`src/rtl/uart_tx_fifo.sv`:
```
// uart_tx_fifo: 8N1 UART transmitter fed by a small byte FIFO.
// Queued bytes are sent back-to-back. The next start bit follows the previous
// stop bit with no idle clock between them.
module uart_tx_fifo #(
    parameter int BAUD_DIV = 2604,  // clocks per serial bit, 4..4095
    parameter int DEPTH    = 4      // FIFO entries, power of 2, 2..16
) (
    input  logic       clk,
    input  logic       rst,
    input  logic       trmt,
    input  logic [7:0] tx_data,
    output logic       TX,
    output logic       full,
    output logic       empty,
    output logic       busy,
    output logic       tx_done
);

    localparam int PTR_W = (DEPTH > 1) ? $clog2(DEPTH) : 1;
    localparam int CNT_W = PTR_W + 1;

    localparam logic [CNT_W-1:0] FULL_COUNT  = CNT_W'(DEPTH);
    localparam logic [11:0]      BAUD_RELOAD = 12'(BAUD_DIV - 1);
    localparam logic [3:0]       STOP_BIT    = 4'd9;

    localparam logic [0:0] IDLE = 1'b0;
    localparam logic [0:0] SEND = 1'b1;

    // FIFO storage is a small register file.
    // The head is read combinationally so a byte written at one edge can be
    // loaded at the very next edge.
    logic [7:0]       fifo_mem [DEPTH];
    logic [PTR_W-1:0] wr_ptr_reg;
    logic [PTR_W-1:0] rd_ptr_reg;
    logic [CNT_W-1:0] count_reg;
    logic [CNT_W-1:0] count_next;

    logic [0:0]  state_reg;
    logic [0:0]  state_next;
    logic [8:0]  shift_reg;
    logic [8:0]  shift_next;
    logic [11:0] baud_cnt_reg;
    logic [11:0] baud_cnt_next;
    logic [3:0]  bit_cnt_reg;
    logic [3:0]  bit_cnt_next;
    logic        tx_reg;
    logic        tx_next;

    logic push;
    logic load;
    logic frame_end;

    assign full  = (count_reg == FULL_COUNT);
    assign empty = (count_reg == '0);

    // A push while full is dropped, even if a pop happens in the same cycle.
    assign push = trmt & ~full;

    // frame_end marks the last clock of a stop bit.
    assign frame_end = (state_reg == SEND) && (baud_cnt_reg == '0) && (bit_cnt_reg == STOP_BIT);

    assign TX      = tx_reg;
    assign busy    = (state_reg == SEND);
    assign tx_done = frame_end;

    // Write the incoming byte into the FIFO slot at the write pointer.
    always_ff @(posedge clk) begin
        if (push) begin
            fifo_mem[wr_ptr_reg] <= tx_data;
        end
    end

    // FIFO occupancy. A simultaneous push and pop leaves the count unchanged.
    always_comb begin
        count_next = count_reg;
        case ({push, load})
            2'b10:   count_next = count_reg + CNT_W'(1);
            2'b01:   count_next = count_reg - CNT_W'(1);
            default: count_next = count_reg;
        endcase
    end

    // Update the FIFO pointers and count. The pointers wrap naturally at DEPTH.
    always_ff @(posedge clk or posedge rst) begin
        if (rst) begin
            wr_ptr_reg <= '0;
            rd_ptr_reg <= '0;
            count_reg  <= '0;
        end else begin
            if (push) begin
                wr_ptr_reg <= wr_ptr_reg + PTR_W'(1);
            end
            if (load) begin
                rd_ptr_reg <= rd_ptr_reg + PTR_W'(1);
            end
            count_reg <= count_next;
        end
    end

    // Transmit sequencing.
    // A load pops the FIFO head into {data, start bit}. Each shift feeds in 1s,
    // so the ninth shift leaves the stop bit at bit 0.
    // tx_next always holds the next value of bit 0, so TX comes straight from a flop.
    always_comb begin
        state_next    = state_reg;
        shift_next    = shift_reg;
        baud_cnt_next = baud_cnt_reg;
        bit_cnt_next  = bit_cnt_reg;
        tx_next       = tx_reg;
        load          = 1'b0;

        case (state_reg)
            IDLE: begin
                tx_next = 1'b1;
                if (!empty) begin
                    load = 1'b1;
                end
            end
            SEND: begin
                if (baud_cnt_reg != '0) begin
                    baud_cnt_next = baud_cnt_reg - 12'd1;
                end else if (bit_cnt_reg != STOP_BIT) begin
                    shift_next    = {1'b1, shift_reg[8:1]};
                    tx_next       = shift_reg[1];
                    bit_cnt_next  = bit_cnt_reg + 4'd1;
                    baud_cnt_next = BAUD_RELOAD;
                end else if (!empty) begin
                    // The stop bit is complete and more data is queued.
                    // Start the next frame immediately.
                    load = 1'b1;
                end else begin
                    state_next = IDLE;
                    tx_next    = 1'b1;
                end
            end
            default: begin
                state_next = IDLE;
                tx_next    = 1'b1;
            end
        endcase

        if (load) begin
            shift_next    = {fifo_mem[rd_ptr_reg], 1'b0};
            tx_next       = 1'b0;
            bit_cnt_next  = '0;
            baud_cnt_next = BAUD_RELOAD;
            state_next    = SEND;
        end
    end

    // Register the transmitter state. Reset abandons any partial frame.
    always_ff @(posedge clk or posedge rst) begin
        if (rst) begin
            state_reg    <= IDLE;
            shift_reg    <= '1;
            baud_cnt_reg <= '0;
            bit_cnt_reg  <= '0;
            tx_reg       <= 1'b1;
        end else begin
            state_reg    <= state_next;
            shift_reg    <= shift_next;
            baud_cnt_reg <= baud_cnt_next;
            bit_cnt_reg  <= bit_cnt_next;
            tx_reg       <= tx_next;
        end
    end

endmodule

```
`config.mk`:
```
export PLATFORM = sky130hd
export DESIGN_NAME = uart_tx_fifo
export DESIGN_NICKNAME = d
export VERILOG_FILES = /design/src/rtl/uart_tx_fifo.sv
export SDC_FILE = /design/constraint.sdc
export NUM_CORES = 1
export LEC_CHECK = 0
export CAP_MARGIN = 20
export CORE_MARGIN = 1.5
export CORE_UTILIZATION = 53
export DETAILED_ROUTE_END_ITERATION = 8
export GPL_ROUTABILITY_DRIVEN = 1
export PLACE_DENSITY = 0.75
export SLEW_MARGIN = 20
export SYNTH_ARGS = -nofsm -noshare
export SYNTH_HDL_FRONTEND = slang
export SYNTH_SLANG_ARGS = --single-unit
```
`constraint.sdc`:
```
create_clock -name clk -period 3 [get_ports clk]
set_input_delay 0.9 -clock clk [delete_from_list [all_inputs] [get_ports clk]]
set_output_delay 0.9 -clock clk [all_outputs]
set_load 0.02 [all_outputs]
```
==> out/metrics.cfg <==
[synth]
syn_nets=250
yosysTopAreaCellShare_pct=31.6
netlist_instances=230
ys_seq_area_share_pct=59.2
ys_async_sr_fraction_pct=50.8
synthTopCellsByArea=edfxtp_1 32%, dfrtp_1 20%, dfstp_2 7.8%
ys_ff_latch=65
yosysMostFrequentCell=edfxtp_1
ys_warn_count=0
avgSynthCellArea_um2=13.2
synth-edff-count=32
synthTopCellsByCount=32 x edfxtp_1, 24 x dfrtp_1, 18 x nand2_1, 13 x inv_1, 9 x dfstp_2
syn_area_um2=3040
yosysTopAreaCell=edfxtp_1
synth.distinct_cells=54
ys.flop_type=edfxtp_1

[floorplanning]
dieArea_um2=6200
die_height_um=78.7
io_pins=16
num_rows=27
initial_core_util_pct=55.2
die_w_um=78.7
core_um2=5510

[placement]
dpl.hpwl_um=3700
place_area_um2=3380
place_congestion=0.824
portBuffers=15

[clock_network]
cts-root-buf=clkbuf_8
clock_latency_ns=0.33
clk_pin_slew_worst_paths_ns=0.07
numCtsBuffers=9
clk_path_buf_depth=2
cts_hold_buf=0
clock_sinks=65
cts_max_level=3
cts_tree=built

[cells_and_area]
multi_input_area_um2=1140
largest_reg_flops=32
fillerInstances=424
syn2layout_area_growth_pct=19.6
seqCellArea_um2=1800
fin_nets=288
fin_area_um2=3630
drive_above_1_share_pct=28.2
diodes=0

[route]
ant_nets=0
num_vias=1930
firstDrtPassIters=4
via_per_inst=5.59
initialDrtViolationCount=98
wl_per_cell_um=16.1
finalWirelength_um=5570
route.detailed.drc=0

[power]
p_leak_nw=1.43
power_density_nw_per_um2=795
ir_drop_mv=0.470

[sta]
tns_ns=0
hold_viol_final=0
finalCriticalPeriod_ns=2.79
final.period_utilization_pct=93.1
max_clock_freq_ghz=0.358
maxSlewViolCount=0
max-slew-margin-rel_pct=52.3
rsz0062_at_grt=no
setup_viol=0
fin_skew_ns=0.00379
tightestPinTransition_ns=0.716

[flow_run]
cap_violations=0

[global_routing]
grt-ovfl-total=0
antenna_found_initial=0
grt_usage_pct=20.2
grt_pass1_vias=1942
grt_pass1_wl_um=9310
grt_max_degree=34

[min_path]
worst_hold_path_type=flip-flop to flip-flop

[status]
outcome=finished clean

[worst_setup_path]
critPathLaunchType=flip-flop
critical_path.endpoint_type=flip-flop
criticalPathCategory=flip-flop to flip-flop
cp.arrival_ns=3.06
path_max_fanout=4
worst_ep_required_time_ns=3.26

[worst paths after layout]
kind | cells after the start | startpoint | slack [ns] | end
max | 13 | baud_cnt_reg[1]$_DFFE_PP0P_ | 0.21 | count_reg[2]$_DFFE_PP0P_
min | 2 | shift_reg[2]$_DFFE_PP1P_ | 0.49 | shift_reg[1]$_DFFE_PP1P_
max reg2reg | 13 | baud_cnt_reg[1]$_DFFE_PP0P_ | 0.21 | count_reg[2]$_DFFE_PP0P_
min reg2reg | 2 | shift_reg[2]$_DFFE_PP1P_ | 0.49 | shift_reg[1]$_DFFE_PP1P_
max in group asynchronous | 3 | rst | 1.71 | shift_reg[3]$_DFFE_PP1P_
min in group asynchronous | 3 | rst | 0.95 | bit_cnt_reg[3]$_DFFE_PP0P_
[cell type report]
cell class	count	area share [%]
timing repair buffer	37	8.54
clock buffer	10	3.79
clock inverter	6	2.51
sequential	65	49.5
multi-input combinational	139	31.5
inverter	16	1.72
tap	72	2.48
[critical path, stage by stage, from the launching register on]
cell and delay (ns):
dfrtp_1 0.37, inv_1 0.08, ha_2 0.17, or3b_4 0.39, buf_4 0.17, o41ai_4 0.37, nand2_2 0.12, inv_4 0.09
ha_2 0.18, inv_1 0.05, fa_2 0.33, xor2_1 0.14, nor2_1 0.11, xor2_1 0.15
[logic make-up (layout without fill, tap and decap cells)]
| family | Yosys count | count (layout) | synth area share (%) |
|---|---|---|---|
| and+or+nand+nor | 70 | 70 | 13.6 |
| DFF | 65 | 65 | 59.2 |
| buffers and inverters | 26 | 69 | 3.79 |
| AOI/OAI and AO/OA | 39 | 39 | 9.60 |
| xor gates and xnor gates | 10 | 10 | 2.88 |
| adders and majority gates | 9 | 9 | 3.95 |
| muxes | 11 | 11 | 6.96 |
[power by group]
part	leakage, nW	total (mW)	switching [mW]	internal (mW)
sequential	0.675	1.29	0.116	1.18
clock	0.105	0.830	0.339	0.491
combinational	0.654	0.765	0.412	0.353
total	1.43	2.89	0.867	2.02
[placed cells by master (no fill, tap or decap), drive strengths merged, types with 4 or more instances in the layout]
cell type / Yosys / routed
nor2: 6 / 6
ha: 8 / 8
nand3: 4 / 4
xnor2: 6 / 6
mux4: 8 / 8
nor3: 13 / 13
dfstp: 9 / 9
inv: 16 / 16
a21oi: 6 / 6
o21ai: 7 / 7
and2: 4 / 4
clkbuf: 5 / 10
a31oi: 8 / 8
nand2: 19 / 19
xor2: 4 / 4
dfrtp: 24 / 24
buf: 5 / 23
edfxtp: 32 / 32
or3: 6 / 6
clkdlybuf4s50: 0 / 14
[through the flow]
step	setup slack [ns]	total power, mW	hold WS [ns]	instances	util [%]
final	0.207	2.89	0.491	345	66.0
after detailed placement	-0.0152	2.06	0.482	328	61.4
after CTS	0.00712	2.90	0.493	344	65.7
after floorplan	0.121	1.78	0.449	230	-
after global routing	0.0245	3.05	0.507	345	66.0
after global placement	0.0351	2.03	0.474	328	61.4
[layer usage]
layer	share of wire (%)	GRT usage (%)	vias to the layer above
met2	51	33.4	30
met4	0.92	5.36	0
met3	3.3	5.63	6
met1	45	26.3	966
met5	0	0	-
li1	-	-	928
[what timing repair did]
| action | CTS | global route |
|---|---|---|
| pin swaps | 0 | 2 |
| endpoints found under the setup margin | 1 | 2 |
| resized for setup | 5 | 7 |
| buffers inserted | 0 | 1 |
| hold endpoints to repair | 0 | 0 |
Power figures use the tool's default switching activity.
